File: src/rtl/lii_rx_fifo_if.sv
// Handshake bundle for the LII receive stage. It carries the phy-side flit
// channel and the kernel-side stream. The FIFO uses the slave view. The
// producer/consumer environment uses the master view.
interface lii_rx_fifo_if #(
    parameter int PW = 64,
    parameter int DW = 8
);
    logic [PW-1:0] lii_in_p0_tdata;
    logic          lii_in_p0_tvalid;
    logic          lii_in_p0_tready;
    logic [7:0]    lii_in_p0_src;
    logic [7:0]    lii_in_p0_dst;

    logic [DW-1:0] k_stream_tdata;
    logic          k_stream_tvalid;
    logic          k_stream_tready;
    logic [7:0]    k_stream_src;

    modport master (
        output lii_in_p0_tdata,
        output lii_in_p0_tvalid,
        input  lii_in_p0_tready,
        output lii_in_p0_src,
        output lii_in_p0_dst,
        input  k_stream_tdata,
        input  k_stream_tvalid,
        output k_stream_tready,
        input  k_stream_src
    );

    modport slave (
        input  lii_in_p0_tdata,
        input  lii_in_p0_tvalid,
        output lii_in_p0_tready,
        input  lii_in_p0_src,
        input  lii_in_p0_dst,
        output k_stream_tdata,
        output k_stream_tvalid,
        input  k_stream_tready,
        output k_stream_src
    );
endinterface

File: src/rtl/lii_rx_fifo.sv
// LII receive stage. Flits addressed to LOCAL_ID are buffered in a
// first-word-fall-through FIFO. The source ID is stored next to each payload.
// Flits addressed elsewhere are taken immediately, thrown away, and counted.
module lii_rx_fifo #(
    parameter int        PW       = 64,
    parameter int        DW       = 8,
    parameter int        DEPTH    = 16,
    parameter logic [7:0] LOCAL_ID = 8'h01,
    localparam int       AW       = $clog2(DEPTH)
) (
    input  logic          aclk,
    input  logic          arstn,
    lii_rx_fifo_if.slave  bus,
    output logic [AW:0]   level,
    output logic [15:0]   drop_cnt,
    output logic          trunc_err
);

    localparam int         EW       = 8 + DW;
    localparam logic [AW:0] LVL_FULL = (AW + 1)'(DEPTH);

    logic [EW-1:0] mem_q [DEPTH];
    logic [AW-1:0] wr_ptr_q, wr_ptr_d;
    logic [AW-1:0] rd_ptr_q, rd_ptr_d;
    logic [AW:0]   level_q, level_d;
    logic [15:0]   drop_cnt_q, drop_cnt_d;
    logic          trunc_err_q, trunc_err_d;

    logic match;
    logic full;
    logic empty;
    logic wr_en;
    logic rd_en;
    logic drop_en;
    logic hi_nz;

    assign match = (bus.lii_in_p0_dst == LOCAL_ID);
    assign full  = (level_q == LVL_FULL);
    assign empty = (level_q == '0);

    // Misrouted flits are never stalled. Only matching flits see a full FIFO.
    // A pop in the same cycle does not free a slot for a write.
    assign bus.lii_in_p0_tready = arstn & (~match | ~full);

    assign wr_en   = bus.lii_in_p0_tvalid & bus.lii_in_p0_tready & match;
    assign drop_en = arstn & bus.lii_in_p0_tvalid & ~match;
    assign rd_en   = ~empty & bus.k_stream_tready;

    // Upper payload bits exist only when the kernel stream is narrower than the phy.
    generate
        if (DW < PW) begin : g_trunc
            assign hi_nz = |bus.lii_in_p0_tdata[PW-1:DW];
        end else begin : g_no_trunc
            assign hi_nz = 1'b0;
        end
    endgenerate

    // Compute next-state values for pointers, occupancy and status.
    always_comb begin
        wr_ptr_d    = wr_ptr_q;
        rd_ptr_d    = rd_ptr_q;
        level_d     = level_q;
        drop_cnt_d  = drop_cnt_q;
        trunc_err_d = trunc_err_q;

        if (wr_en) begin
            wr_ptr_d = wr_ptr_q + 1'b1;
        end
        if (rd_en) begin
            rd_ptr_d = rd_ptr_q + 1'b1;
        end

        case ({wr_en, rd_en})
            2'b10:   level_d = level_q + 1'b1;
            2'b01:   level_d = level_q - 1'b1;
            default: level_d = level_q;
        endcase

        if (drop_en && (drop_cnt_q != 16'hFFFF)) begin
            drop_cnt_d = drop_cnt_q + 1'b1;
        end

        if (wr_en && hi_nz) begin
            trunc_err_d = 1'b1;
        end
    end

    // Control state register with synchronous active-low clear.
    always_ff @(posedge aclk) begin
        if (!arstn) begin
            wr_ptr_q    <= '0;
            rd_ptr_q    <= '0;
            level_q     <= '0;
            drop_cnt_q  <= '0;
            trunc_err_q <= 1'b0;
        end else begin
            wr_ptr_q    <= wr_ptr_d;
            rd_ptr_q    <= rd_ptr_d;
            level_q     <= level_d;
            drop_cnt_q  <= drop_cnt_d;
            trunc_err_q <= trunc_err_d;
        end
    end

    // Store each accepted flit as {src, payload}. The storage is not reset.
    always_ff @(posedge aclk) begin
        if (wr_en) begin
            mem_q[wr_ptr_q] <= {bus.lii_in_p0_src, bus.lii_in_p0_tdata[DW-1:0]};
        end
    end

    // FWFT head. The head only moves on a pop, so it holds under backpressure.
    assign bus.k_stream_tvalid = ~empty;
    assign {bus.k_stream_src, bus.k_stream_tdata} = mem_q[rd_ptr_q];

    assign level     = level_q;
    assign drop_cnt  = drop_cnt_q;
    assign trunc_err = trunc_err_q;

endmodule

File: src/flat_wrapper.sv
// flat-port wrapper written by rule: the top's interface ports become plain ports
module lii_rx_fifo_flat 
#(
    parameter int        PW       = 64,
    parameter int        DW       = 8,
    parameter int        DEPTH    = 16,
    parameter logic [7:0] LOCAL_ID = 8'h01,
    localparam int       AW       = $clog2(DEPTH)
)
  (aclk, arstn, level, drop_cnt, trunc_err, bus_lii_in_p0_tdata, bus_lii_in_p0_tvalid, bus_lii_in_p0_tready, bus_lii_in_p0_src, bus_lii_in_p0_dst, bus_k_stream_tdata, bus_k_stream_tvalid, bus_k_stream_tready, bus_k_stream_src);
  lii_rx_fifo_if #(.PW(PW), .DW(DW)) bus_i ();
  input  logic aclk;
  input  logic arstn;
  output logic [AW:0] level;
  output logic [15:0] drop_cnt;
  output logic trunc_err;
  input wire logic [$bits(bus_i.lii_in_p0_tdata)-1:0] bus_lii_in_p0_tdata;
  input wire logic [$bits(bus_i.lii_in_p0_tvalid)-1:0] bus_lii_in_p0_tvalid;
  output wire logic [$bits(bus_i.lii_in_p0_tready)-1:0] bus_lii_in_p0_tready;
  input wire logic [$bits(bus_i.lii_in_p0_src)-1:0] bus_lii_in_p0_src;
  input wire logic [$bits(bus_i.lii_in_p0_dst)-1:0] bus_lii_in_p0_dst;
  output wire logic [$bits(bus_i.k_stream_tdata)-1:0] bus_k_stream_tdata;
  output wire logic [$bits(bus_i.k_stream_tvalid)-1:0] bus_k_stream_tvalid;
  input wire logic [$bits(bus_i.k_stream_tready)-1:0] bus_k_stream_tready;
  output wire logic [$bits(bus_i.k_stream_src)-1:0] bus_k_stream_src;
  assign bus_i.lii_in_p0_tdata = bus_lii_in_p0_tdata;
  assign bus_i.lii_in_p0_tvalid = bus_lii_in_p0_tvalid;
  assign bus_lii_in_p0_tready = bus_i.lii_in_p0_tready;
  assign bus_i.lii_in_p0_src = bus_lii_in_p0_src;
  assign bus_i.lii_in_p0_dst = bus_lii_in_p0_dst;
  assign bus_k_stream_tdata = bus_i.k_stream_tdata;
  assign bus_k_stream_tvalid = bus_i.k_stream_tvalid;
  assign bus_i.k_stream_tready = bus_k_stream_tready;
  assign bus_k_stream_src = bus_i.k_stream_src;
  lii_rx_fifo #(.PW(PW), .DW(DW), .DEPTH(DEPTH), .LOCAL_ID(LOCAL_ID)) u_core (.aclk(aclk), .arstn(arstn), .bus(bus_i), .level(level), .drop_cnt(drop_cnt), .trunc_err(trunc_err));
endmodule
File: config.mk
export PLATFORM = sky130hd
export DESIGN_NAME = lii_rx_fifo_flat
export DESIGN_NICKNAME = d
export VERILOG_FILES = /design/src/rtl/lii_rx_fifo_if.sv /design/src/rtl/lii_rx_fifo.sv /design/src/flat_wrapper.sv
export SDC_FILE = /design/constraint.sdc
export NUM_CORES = 1
export LEC_CHECK = 0
export ABC_AREA = 1
export BUFFER_PORTS_ARGS = -buffer_cell sky130_fd_sc_hd__buf_2
export CAP_MARGIN = 25
export CORE_UTILIZATION = 41
export DETAILED_ROUTE_END_ITERATION = 8
export RECOVER_POWER = 50
export SLEW_MARGIN = 20
export SYNTH_ARGS = -nofsm -noshare
export SYNTH_HDL_FRONTEND = slang
export SYNTH_SLANG_ARGS = --single-unit
File: constraint.sdc
create_clock -name aclk -period 2.05 [get_ports aclk]
set_input_delay 0.1025 -clock aclk [delete_from_list [all_inputs] [get_ports aclk]]
set_output_delay 0.1025 -clock aclk [all_outputs]
set_load 0.05 [all_outputs]
### After elaboration in Yosys (flattened, before gate mapping)

Memory sizes are Yosys's and may differ from the RTL's. A register that Yosys moved wholly into a read port is not among the register bits.
Index checks and enable logic that the tools add are counted.
Widths: inputs -> output; s select.

| storage, ports and cells | value |
|---|---|
| register bits after elaboration | 30 |
| word-level logic and storage cells | 36 |
| memories kept | 1 |
| bits of input ports | 84 |
| output and inout port bits | 40 |
| RAM bits | 256 |

Memories:

| memory | words | bits a word | rd ports | clocked after memory_dff | write ports | RTL line | RTL |
|---|---|---|---|---|---|---|---|
| u_core.mem_q | 16 | 16 | 1 | 1 | 1 | lii_rx_fifo.sv:22 | `logic [EW-1:0] mem_q [DEPTH];` |

| operators by class | value |
|---|---|
| eq/ne operators | 5 |
| add/subtract/negate cells | 5 |
| bitwise logic cells | 10 |
| reduce and logical (&&, ||, !) cells | 5 |
| muxes and demuxes | 5 |

Operator list:

| kind | count |
|---|---|
| $reduce_or 56->1 | 1 |
| $add 16x1->16 const B | 1 |
| $ne 16x16->1 const B | 1 |
| $pmux 5 s2 | 1 |
| $add 4x1->4 const B | 2 |
| $eq 8x1->1 const B | 1 |
| $mux 4 | 2 |
| $and 1x1->1 | 6 |
| $add 5x1->5 const B | 1 |
| $eq 5x5->1 const B | 1 |
| $logic_not 5->1 | 1 |
| $sub 5x1->5 const B | 1 |
| $not 1->1 | 3 |
| $eq 2x1->1 const B | 1 |
| $eq 2x2->1 const B | 1 |
| $logic_and 1x1->1 | 2 |
| $mux 1 | 2 |
| $reduce_bool 2->1 | 1 |
| $or 1x1->1 | 1 |

### Logic depth before layout (Yosys ltp)

| logic depth | value |
|---|---|
| word-level depth | 8 |
| mapped depth | 15 |
| depth with buffers taken out | 15 |

### Worst setup path before layout

No wires, ideal clock.

| timing path | value |
|---|---|
| path kind | register -> register |
| start point | reg u_core.level_q[0], in the netlist u_core.level[0] |
| end point | reg u_core.level_q[4], in the netlist u_core.level[4] |
| library setup time | 0.132 ns |
| path slack | -0.713 ns |
| cell stages (with the launch flop) | 16 |
| path buffers | 0 |
| data arrival time | 2.631 ns |
| clock period less this slack | 2.763 ns |
| data required time | 1.918 ns |
| cell sequence | dfxtp_1 > nor2_1 > nand3_1 > nand2_1 > clkinv_1 > ha_1 > xor2_1 > ha_1 > inv_1 > nand2_1 > nand3_1 > nand2_1 > nand2_1 > nand2_1 > nand2_1 > a21oi_1 |

| between the ends | value |
|---|---|
| elaborated cells on any way between the ends | 15 |
| those cells by class | add/sub (2); eq/ne (3); mux (1); bitwise (7); reduce/logical (2) |

RTL lines:

| what | RTL line | RTL |
|---|---|---|
| from (decl) | lii_rx_fifo.sv:25 | `logic [AW:0] level_q, level_d;` |
| from (signal assigned) | lii_rx_fifo.sv:99 | `level_q <= level_d;` |
| $logic_not 5->1 (*) | lii_rx_fifo.sv:39 | `assign empty = (level_q == '0);` |
| $not 1->1 (*) | n/a |  |
| net bus_k_stream_tvalid | flat_wrapper.sv:23 | `output wire logic [$bits(bus_i.k_stream_tvalid)-1:0] bus_k_stream_tvalid;` |
| $and 1x1->1 (*) | lii_rx_fifo.sv:47 | `assign rd_en = ~empty & bus.k_stream_tready;` |
| net u_core.rd_en | lii_rx_fifo.sv:33 | `logic rd_en;` |
| $eq 2x1->1 / $eq 2x2->1 (equally long branches) | lii_rx_fifo.sv:73 | `case ({wr_en, rd_en})` |
| $pmux 5 s2 / $reduce_bool 2->1 (equally long branches) | n/a |  |

The timed path passes the listed nets; every way through them passes the cells marked *.
A chain may end at the register's enable or synchronous reset.

==> results.tsv <==
stage	metric	value	unit
worst_setup_path	Required @ worst endpoint	1950	ps
drt	Initial DRT Pass Iterations	5	
yosys	area leader, netlist	edfxtp_1	
global_route	number of global-route vias before repair	8604	
worst_setup_path	crit path kind	reg2out	
drt	drt wl/cell	18.0	µm
cells_and_area	Non-Filler Instances	1752	
yosys	post-synth cell types	27	
worst_setup_path	reg2reg start	u_core.level[0]	
sta	max-slew violations	0	
sta	final setup vio count	12	
placed_design	GPL Wtd Cong	0.917	
cts	Skew-Pair Late Insertion Delay	510	ps
floorplan	Initial Utilization	41.9	%
worst_setup_path	flop-to-flop setup slack	60	ps
yosys	Post-Syn Nets	1258	
global_route	initial antenna violation count	0	
power_and_ir_drop	VDD IR-drop max	1140	µV
floorplan	Top Ports	124	
global_route	first-pass GRT wire length	47800	µm
cells_and_area	area of the multi-input gates	3610	µm²
sta	min Tclk post-route	2160	ps
global_route	pin count of the biggest net entering global routing	54	
floorplan	Row Count	63	
yosys	Synth top area share	61.6	%
min_path	Worst Hold Endpoint	u_core.drop_cnt[11]	
sta	final worst slack	-105	ps
global_route	grt ovf	0	
global_route	GR Util met3	2.93	%
cts	clock buffer depth	3	
cts	CTS root buf	clkbuf_16	
cells_and_area	Final Net Count	1431	
yosys	Yosys Warn Count	0	
cells_and_area	fillcell total	2569	
sta	maximum clock frequency	464	MHz
cells_and_area	Register Area	8390	µm²
worst_setup_path	RR Endpoint	u_core.level[4]	
sta	fin crit share	105	%
floorplan	Die Wd	176	µm
global_route	GR Layer Usage met2	34.2	%
cts	H-Tree Depth	2	
min_path	worst min path class	in2reg	
cts	CTS Buf Count	35	
sta	RSZ-0062 raised after global routing	yes	
yosys	Post-Syn Area	12500	µm²
placed_design	port buffer count	123	
drt	drt initial violations	822	
yosys	Seq cells post-synth	290	
worst_setup_path	worst reg2reg path depth	15	
power_and_ir_drop	Pleak	5.96	nW
floorplan	full die area	31100	µm²
placed_design	placed cell count	1664	
cells_and_area	layout cells sized above 1	22.2	%
cts	CTS clock-pin slew for the worst setup and hold paths	60	ps
global_route	most used routing layer	met2	
yosys	register area share after synthesis	67.0	%
cells_and_area	diodes inserted	0	
status	outcome	finished, violations left	
worst_setup_path	CP Capture Type	primary output	
cts	Clock Sink Count	290	
worst_setup_path	CP arrival	2050	ps
drt	WL final	31600	µm
sta	Slew headroom	29.9	%
cells_and_area	Syn-to-layout area delta	28.4	%
drt	via-per-instance ratio	5.17	
worst_setup_path	Startpoint Class	flip-flop	
yosys	syn avg cell area	10.7	µm²
drt	Routed Antenna Nets	0	
drt	Post-route DRC	0	
worst_setup_path	Critical Path Fanout Max	7	
flow_run	max-cap violations	0	
floorplan	Core Area	29800	µm²
sta	worst slew pin tran	1050	ps
sta	final hold violations	0	
floorplan	die height	176	µm
yosys	Gate Count Post-Synth	1165	
global_route	GRT Overall Usage	20.2	%
placed_design	hpwl dp	19100	µm
min_path	hold-critical path depth	4	
sta	final setup TNS	-570	ps
sta	clock skew	28.0	ps
min_path	Min-Delay Startpoint	arstn	
status	failing checks	setup timing	
cts	CTS tree	yes	
power_and_ir_drop	cell area power density	1200	nW/µm²
drt	Vias	9051	
yosys	Area contributors post-synth	edfxtp_1, dfxtp_1, nand2_1, inv_1, nand3_1	
global_route	M1 GR Usage	26.6	%
cell usage after synthesis, drive strengths merged:
cell	number
dfxtp	34
edfxtp	256
nor2	90
clkinv	1
nand4	6
nand2	181
buf	25
xnor2	2
nand3	119
o211ai	64
and2	1
a21boi	1
xor2	10
inv	164
nor3	1
a21oi	91
clkbuf	32
ha	9
o21ai	78
worst max-delay path, stage by stage, from the launching register on:
cell	delay, ps
dfxtp_4	360
buf_12	160
clkbuf_16	180
clkbuf_16	150
a21oi_1	130
o21ai_1	100
nand3_1	120
nand3_1	100
nand2_2	100
buf_8	150
cells in the final DEF (no fill, tap or decap), drive strengths merged, types with 9 or more instances in the layout:
cell	instances
edfxtp	256
nand3	119
clkbuf	84
a21oi	91
nand2	181
dfxtp	34
o21ai	78
xor2	10
clkinv	15
ha	9
o211ai	64
inv	166
buf	145
nor2	90
power by group:
part           total [mW]  internal (mW)  switching (mW)
combinational        6.73           2.75            3.98
sequential           6.68           6.53           0.148
clock                5.87           3.51            2.36
layout make-up:
type                       instances  share of cell area [%]
tap                              390                    3.04
multi-input combinational        653                    22.5
clock buffer                      42                    5.82
clock inverter                    19                    1.02
timing repair buffer             193                    11.4
sequential                       290                    52.3
inverter                         165                    3.90
routing by layer:
layer / up-vias / wire length (µm)
met1: 4300 / 13500
met2: 331 / 15300
met3: 51 / 1930
met5: - / 0
li1: 4369 / -
met4: 0 / 853
through the flow:
stage	util [%]	worst slack, ps	power (mW)	cell area (µm²)	hold slack, ps
after global placement	47.3	142	11.8	14100	465
after CTS	53.0	-41.1	18.8	15800	0.499
after detailed placement	47.3	94.9	11.8	14100	476
final	53.8	-105	19.3	16000	25.1
after global routing	53.8	-148	20.1	16000	46.5
after floorplan	-	-6.22	10.2	12600	201
how the worst max path moves through the flow:
stage,from,endpoint,slack [ps],depth (start not counted)
finish,flip-flop,bus_k_stream_tdata[1],-110,9
global route,u_core.level[0],u_core.level[4],-150,15
CTS,flip-flop,bus_k_stream_src[4],-40,9
detailed placement,u_core.level[0],u_core.level[4],90,14
global placement,u_core.level[0],u_core.level[4],140,14
floorplan,u_core.level[2],u_core.mem_q[0][0],-6,6
sequential cells by signal, summed over array words and instances (netlist names), named ones only:
name,flops
u_core.mem_q,256
u_core.trunc_err,1
u_core.rd_ptr_q,4
u_core.wr_ptr_q,4
u_core.drop_cnt,16
u_core.level,5
what timing repair did:
action | CTS | global route
gates resized for setup | 126 | 48
buffers inserted | 8 | 6
pin swaps | 48 | 41
hold endpoints to repair | 25 | 0
endpoints found under the setup margin | 16 | 19
gates cloned | 4 | 5
hold buffers | 4 | 0
cells by family after synthesis:
logic type                 count (synthesis)  share of synthesized area (%)
AOI/OAI and AO/OA                        234                           10.8
adders and majority gates                  9                          0.902
buffers and inverters                    222                           6.93
and+or+nand+nor                          398                           13.5
DFF                                      290                           67.0
xor gates and xnor gates                  12                          0.842
(Power assumes the default switching activity.)
